`src/rtl/run_length_pulse_detector_pkg.sv`:
```
// run_length_pulse_detector_pkg: shared state encoding and counter sizing
package run_length_pulse_detector_pkg;
  typedef enum logic [1:0] {IDLE = 2'd0, COUNT = 2'd1, FIRE = 2'd2, HOLD = 2'd3} state_t;
  // one counter serves both the run length and the repeat period
  function automatic int ctr_w(int run_len, int rep);
    int m;
    m = run_len > rep ? run_len : rep;
    return $clog2(m < 2 ? 2 : m);
  endfunction
endpackage

```
`src/rtl/run_length_pulse_detector_if.sv`:
```
// run_length_pulse_detector_if: channel inputs, pulse outputs and status counter
interface run_length_pulse_detector_if #(parameter int CHANNELS = 4, parameter int CNT_W = 16);
  logic                en;
  logic                clr;
  logic [CHANNELS-1:0] pol;
  logic [CHANNELS-1:0] w;
  logic [CHANNELS-1:0] z;
  logic [CHANNELS-1:0] held;
  logic [CNT_W-1:0]    event_count;
  modport master(output en, clr, pol, w, input z, held, event_count);
  modport slave(input en, clr, pol, w, output z, held, event_count);
endinterface

```
`src/rtl/run_length_pulse_detector_channel.sv`:
```
// run_length_channel: one channel's qualify/fire/hold FSM with a shared run/repeat counter
module run_length_channel
  import run_length_pulse_detector_pkg::*;
#(
  parameter int RUN_LEN = 1,
  parameter int REPEAT  = 0
) (
  input  logic clk,
  input  logic rst_n,
  input  logic en,
  input  logic act,
  output logic fire,
  output logic z,
  output logic held
);
  localparam int W = ctr_w(RUN_LEN, REPEAT);
  state_t state, nxt;
  logic [W-1:0] cnt, nxt_cnt;
  always_comb begin
    nxt = IDLE;
    nxt_cnt = '0;
    if (en && act)
      unique case (state)
        IDLE: begin
          nxt = RUN_LEN == 1 ? FIRE : COUNT;
          nxt_cnt = RUN_LEN == 1 ? '0 : W'(1);
        end
        COUNT: begin
          nxt = cnt == W'(RUN_LEN - 1) ? FIRE : COUNT;
          nxt_cnt = cnt + W'(1);
        end
        FIRE: begin
          nxt = HOLD;
          nxt_cnt = W'(1);
        end
        HOLD: begin
          nxt = REPEAT != 0 && cnt == W'(REPEAT - 1) ? FIRE : HOLD;
          nxt_cnt = cnt == '1 ? cnt : cnt + W'(1);
        end
      endcase
  end
  assign fire = nxt == FIRE;
  always_ff @(posedge clk) begin
    if (!rst_n) begin
      state <= IDLE;
      cnt <= '0;
      z <= 1'b0;
      held <= 1'b0;
    end else begin
      state <= nxt;
      cnt <= nxt_cnt;
      z <= nxt == FIRE;
      held <= nxt == FIRE || nxt == HOLD;
    end
  end
endmodule

```
`src/rtl/run_length_pulse_detector.sv`:
```
// run_length_pulse_detector: per-channel run-length pulse detectors plus saturating fire counter
module run_length_pulse_detector
  import run_length_pulse_detector_pkg::*;
#(
  parameter int CHANNELS = 4,
  parameter int RUN_LEN  = 1,
  parameter int REPEAT   = 0,
  parameter int CNT_W    = 16
) (
  input logic clk,
  input logic rst_n,
  run_length_pulse_detector_if.slave bus
);
  localparam int SW = CNT_W + 6;
  logic [CHANNELS-1:0] fire, z, held;
  logic [CNT_W-1:0] cnt;
  logic [SW-1:0] pop, sum;
  for (genvar i = 0; i < CHANNELS; i++) begin : g_ch
    run_length_channel #(.RUN_LEN(RUN_LEN), .REPEAT(REPEAT)) u_ch (
      .clk  (clk),
      .rst_n(rst_n),
      .en   (bus.en),
      .act  (bus.w[i] == bus.pol[i]),
      .fire (fire[i]),
      .z    (z[i]),
      .held (held[i])
    );
  end
  always_comb begin
    pop = '0;
    for (int i = 0; i < CHANNELS; i++) pop = pop + SW'(fire[i]);
  end
  assign sum = SW'(cnt) + pop;
  // counter never wraps: clamp at all-ones
  always_ff @(posedge clk) begin
    if (!rst_n || bus.clr) cnt <= '0;
    else cnt <= sum > SW'({CNT_W{1'b1}}) ? '1 : sum[CNT_W-1:0];
  end
  assign bus.z = z;
  assign bus.held = held;
  assign bus.event_count = cnt;
endmodule

```
`src/flat_wrapper.sv`:
```
// flat-port wrapper written by rule: the top's interface ports become plain ports
module run_length_pulse_detector_flat import run_length_pulse_detector_pkg::*;
#(
  parameter int CHANNELS = 4,
  parameter int RUN_LEN  = 1,
  parameter int REPEAT   = 0,
  parameter int CNT_W    = 16
)
  (clk, rst_n, bus_en, bus_clr, bus_pol, bus_w, bus_z, bus_held, bus_event_count);
  run_length_pulse_detector_if #(.CHANNELS(CHANNELS), .CNT_W(CNT_W)) bus_i ();
  input logic clk;
  input logic rst_n;
  input wire logic [$bits(bus_i.en)-1:0] bus_en;
  input wire logic [$bits(bus_i.clr)-1:0] bus_clr;
  input wire logic [$bits(bus_i.pol)-1:0] bus_pol;
  input wire logic [$bits(bus_i.w)-1:0] bus_w;
  output wire logic [$bits(bus_i.z)-1:0] bus_z;
  output wire logic [$bits(bus_i.held)-1:0] bus_held;
  output wire logic [$bits(bus_i.event_count)-1:0] bus_event_count;
  assign bus_i.en = bus_en;
  assign bus_i.clr = bus_clr;
  assign bus_i.pol = bus_pol;
  assign bus_i.w = bus_w;
  assign bus_z = bus_i.z;
  assign bus_held = bus_i.held;
  assign bus_event_count = bus_i.event_count;
  run_length_pulse_detector #(.CHANNELS(CHANNELS), .RUN_LEN(RUN_LEN), .REPEAT(REPEAT), .CNT_W(CNT_W)) u_core (.clk(clk), .rst_n(rst_n), .bus(bus_i));
endmodule
```
`config.mk`:
```
export PLATFORM = sky130hd
export DESIGN_NAME = run_length_pulse_detector_flat
export DESIGN_NICKNAME = d
export VERILOG_FILES = /design/src/rtl/run_length_pulse_detector_pkg.sv /design/src/rtl/run_length_pulse_detector_if.sv /design/src/rtl/run_length_pulse_detector_channel.sv /design/src/rtl/run_length_pulse_detector.sv /design/src/flat_wrapper.sv
export SDC_FILE = /design/constraint.sdc
export NUM_CORES = 1
export LEC_CHECK = 0
export ABC_AREA = 1
export BUFFER_PORTS_ARGS = -buffer_cell sky130_fd_sc_hd__buf_2
export CAP_MARGIN = 20
export CORE_MARGIN = 4
export CORE_UTILIZATION = 56
export CTS_BUF_LIST = sky130_fd_sc_hd__clkbuf_8
export CTS_CLUSTER_DIAMETER = 80
export CTS_CLUSTER_SIZE = 20
export DETAILED_ROUTE_END_ITERATION = 12
export GPL_ROUTABILITY_DRIVEN = 0
export HOLD_SLACK_MARGIN = 0.15
export PLACE_DENSITY = 0.91
export SLEW_MARGIN = 20
export SYNTH_ARGS = -nofsm -noshare
export SYNTH_HDL_FRONTEND = slang
export SYNTH_SLANG_ARGS = --single-unit
```
`constraint.sdc`:
```
create_clock -name clk -period 3.8 [get_ports clk]
set_input_delay 0.19 -clock clk [delete_from_list [all_inputs] [get_ports clk]]
set_output_delay 0.19 -clock clk [all_outputs]
set_load 0.03 [all_outputs]
```
==> flow_summary.json <==
{
  "holdBufCountCts": 0,
  "drive_above_1_share_pct": 23.2,
  "p_leak_uw": 0.00104,
  "period_share_pct": 85.8,
  "final_nets": 285,
  "ys_ff_latch": 36,
  "cap_violations": 0,
  "finalHoldViolations": 0,
  "grt_overflow": 0,
  "synthArstFlopShare_pct": 0,
  "power_density_nw_per_um2": 395,
  "ant_nets": 0,
  "preCtsSetupSlack_ps": 634,
  "place_hpwl_microns": 2770,
  "io_pins": 36,
  "cts.sinks": 36,
  "die_x_microns": 64.4,
  "clk_pin_slew_ps": 70,
  "syn_inst": 233,
  "synth_top_cell_area_share_pct": 40.4,
  "ir_drop_v": 0.000336,
  "worst_pin_slew_ps": 387,
  "area_delta_synth_final_pct": 15.5,
  "startpoint_type": "flip-flop",
  "netSwitchingPower_uw": 200,
  "worstPathMaxFanout": 10,
  "seq_area_frac_synth_pct": 40.4,
  "drt_iter0_drc": 75,
  "grt_pass1_vias": 1472,
  "sw_frac_of_total_pct": 24.6,
  "htree_levels": 2,
  "pwr-share-comb_pct": 11.3,
  "antenna_found_initial": 0,
  "drt-pass1-iter-count": 6,
  "period_minus_slack_ps": 3260,
  "fin_tns_setup_ps": 0,
  "power.share.clock_pct": 40.5,
  "vias": 1516,
  "crit_arrival_ps": 3450,
  "cts_made_buffers": 5,
  "grt_use_total_pct": 19.0,
  "wire_per_inst_microns": 11.7,
  "worstPathRequired_ps": 3990,
  "clock_latency_ps": 290,
  "synth_top_area_cell": "dfxtp_1",
  "synth_area_leaders": "dfxtp_1 40%, inv_1 7.6%, nand2_1 7.6%",
  "synthFlopType": "dfxtp_1",
  "setup_viol": 0,
  "status": "completed",
  "grt_max_degree": 13,
  "final_core_util_pct": 67.5,
  "end_kind": "flip-flop",
  "layout_common_cells": "36 x nand2_1, 36 x inv_1, 36 x nor2_1, 36 x dfxtp_1, 35 x buf_2",
  "syn-cell-area_sq_um": 1780,
  "yosys_warnings": 0,
  "fmax_mhz": 307,
  "crit_type": "reg2reg",
  "die_area_sq_um": 4150,
  "dpl.cell_count": 303,
  "post_cts_buffers": 0,
  "synth_cell_types": 26,
  "grt_pass1_wl_microns": 6120,
  "slew-limit-headroom_pct": 74.2,
  "rsz0062_at_grt": "no",
  "fin_skew_ps": 7.84,
  "routed_wl_microns": 3650,
  "diodes": 0,
  "pwr-share-seq_pct": 48.2,
  "core_area_sq_um": 3050,
  "p_int_uw": 615,
  "holdCritPathClass": "in2reg",
  "drt-vias-per-instance": 4.87,
  "placed_area_sq_um": 1950,
  "fp.dieH_microns": 64.4,
  "syn_area_per_cell_sq_um": 7.66,
  "root_buffer": "clkbuf_8",
  "fin_cells": 311,
  "port_buffers": 35,
  "clockBufferDepth": 2,
  "start_util_pct": 58.4,
  "num_rows": 20,
  "synthesis.nets": 252,
  "drc": 0,
  "stdcell_area_sq_um": 2060,
  "synth_edf_count": 0,
  "fin_ws_ps": 539,
  "cts_resized": 0,
  "cts_tree": "built",
  "maxSlewViolCount": 0
}
Yosys cell counts (2+ instances only):
cell type / n
a21oi_1: 16
buf_4: 8
dfxtp_1: 36
fa_1: 2
ha_1: 5
inv_1: 36
nand2_1: 36
nand2_2: 5
nand2_4: 2
nand3_1: 12
nand3_2: 2
nand4_1: 3
nor2_1: 36
nor2_8: 2
nor3_1: 8
o21ai_0: 3
o21bai_1: 2
or2_2: 4
xnor2_1: 4
xor2_1: 5
cells by family (layout without fill, tap and decap cells):
| kind of cell | count (synthesis) | after routing | share of synthesized area [%] |
|---|---|---|---|
| AND/OR/NAND/NOR | 113 | 113 | 31.6 |
| flip-flops | 36 | 36 | 40.4 |
| AO/OA/AOI/OAI | 22 | 22 | 6.45 |
| buffers and inverters | 46 | 80 | 11.4 |
| adder cells (fa/ha/maj) | 7 | 7 | 5.75 |
| XOR/XNOR | 9 | 9 | 4.42 |
power groups by stage:
stage          sequential [uW]  clock [uW]  combinational (uW)
2_1_floorplan              407           0                64.3
3_3_place_gp               401           0                87.7
3_5_place_dp               401           0                91.2
4_1_cts                    393         338                92.2
5_1_grt                    394         356                 103
6_report                   393         330                91.8
final timing paths:
path                                start  cells after the start                          to  slack [ps]
min reg2reg  u_core.g_ch[2].u_ch.state[0]                      2     u_core.g_ch[2].u_ch.cnt         510
max reg2reg  u_core.g_ch[1].u_ch.state[0]                     18   u_core.bus.event_count[9]         540
min                               bus_clr                      4  u_core.bus.event_count[15]         200
max          u_core.g_ch[1].u_ch.state[0]                     18   u_core.bus.event_count[9]         540
worst max-delay path, stage by stage, from the launching register on:
cell	delay, ps
dfxtp_1	330
inv_1	40
nor3_1	270
or2_2	200
nor2_1	60
ha_1	270
inv_1	50
fa_1	480
inv_1	40
ha_1	230
fa_1	420
nand2_1	100
nand2_2	110
nand3_2	130
inv_2	50
nand2_4	120
nand3_1	110
nand2_1	100
inv_1	50
flip-flops by register name (all words and copies together), names as in the netlist:
| signal | flops |
|---|---|
| u_core.g_ch.u_ch.cnt | 4 |
| u_core.bus.event_count | 16 |
| u_core.g_ch.u_ch.z | 4 |
| u_core.g_ch.u_ch.state | 8 |
| u_core.g_ch.u_ch.held | 4 |
layout make-up:
type / instances / area (sq um)
fill: 259 / 992
multi-input combinational: 151 / 860
sequential: 36 / 721
timing repair buffer: 35 / 175
inverter: 37 / 139
clock buffer: 5 / 68.8
tap: 44 / 55.1
clock inverter: 3 / 42.5
through the flow:
stage,hold WS [ps],total power (uW)
3_5_place_dp,490,493
2_1_floorplan,344,471
4_1_cts,194,822
5_1_grt,208,853
6_report,202,815
3_3_place_gp,483,489
metal layers:
metal	global-route usage (%)	vias to the layer above	wire length, microns	part of all wire (%)
met5	0	-	0	0
li1	-	778	-	-
met2	30.7	52	1800	49
met3	5.03	8	236	6.5
met1	22.2	678	1540	42
met4	12.1	0	80	2.2
Note: power is estimated with default switching activity, not from simulation.
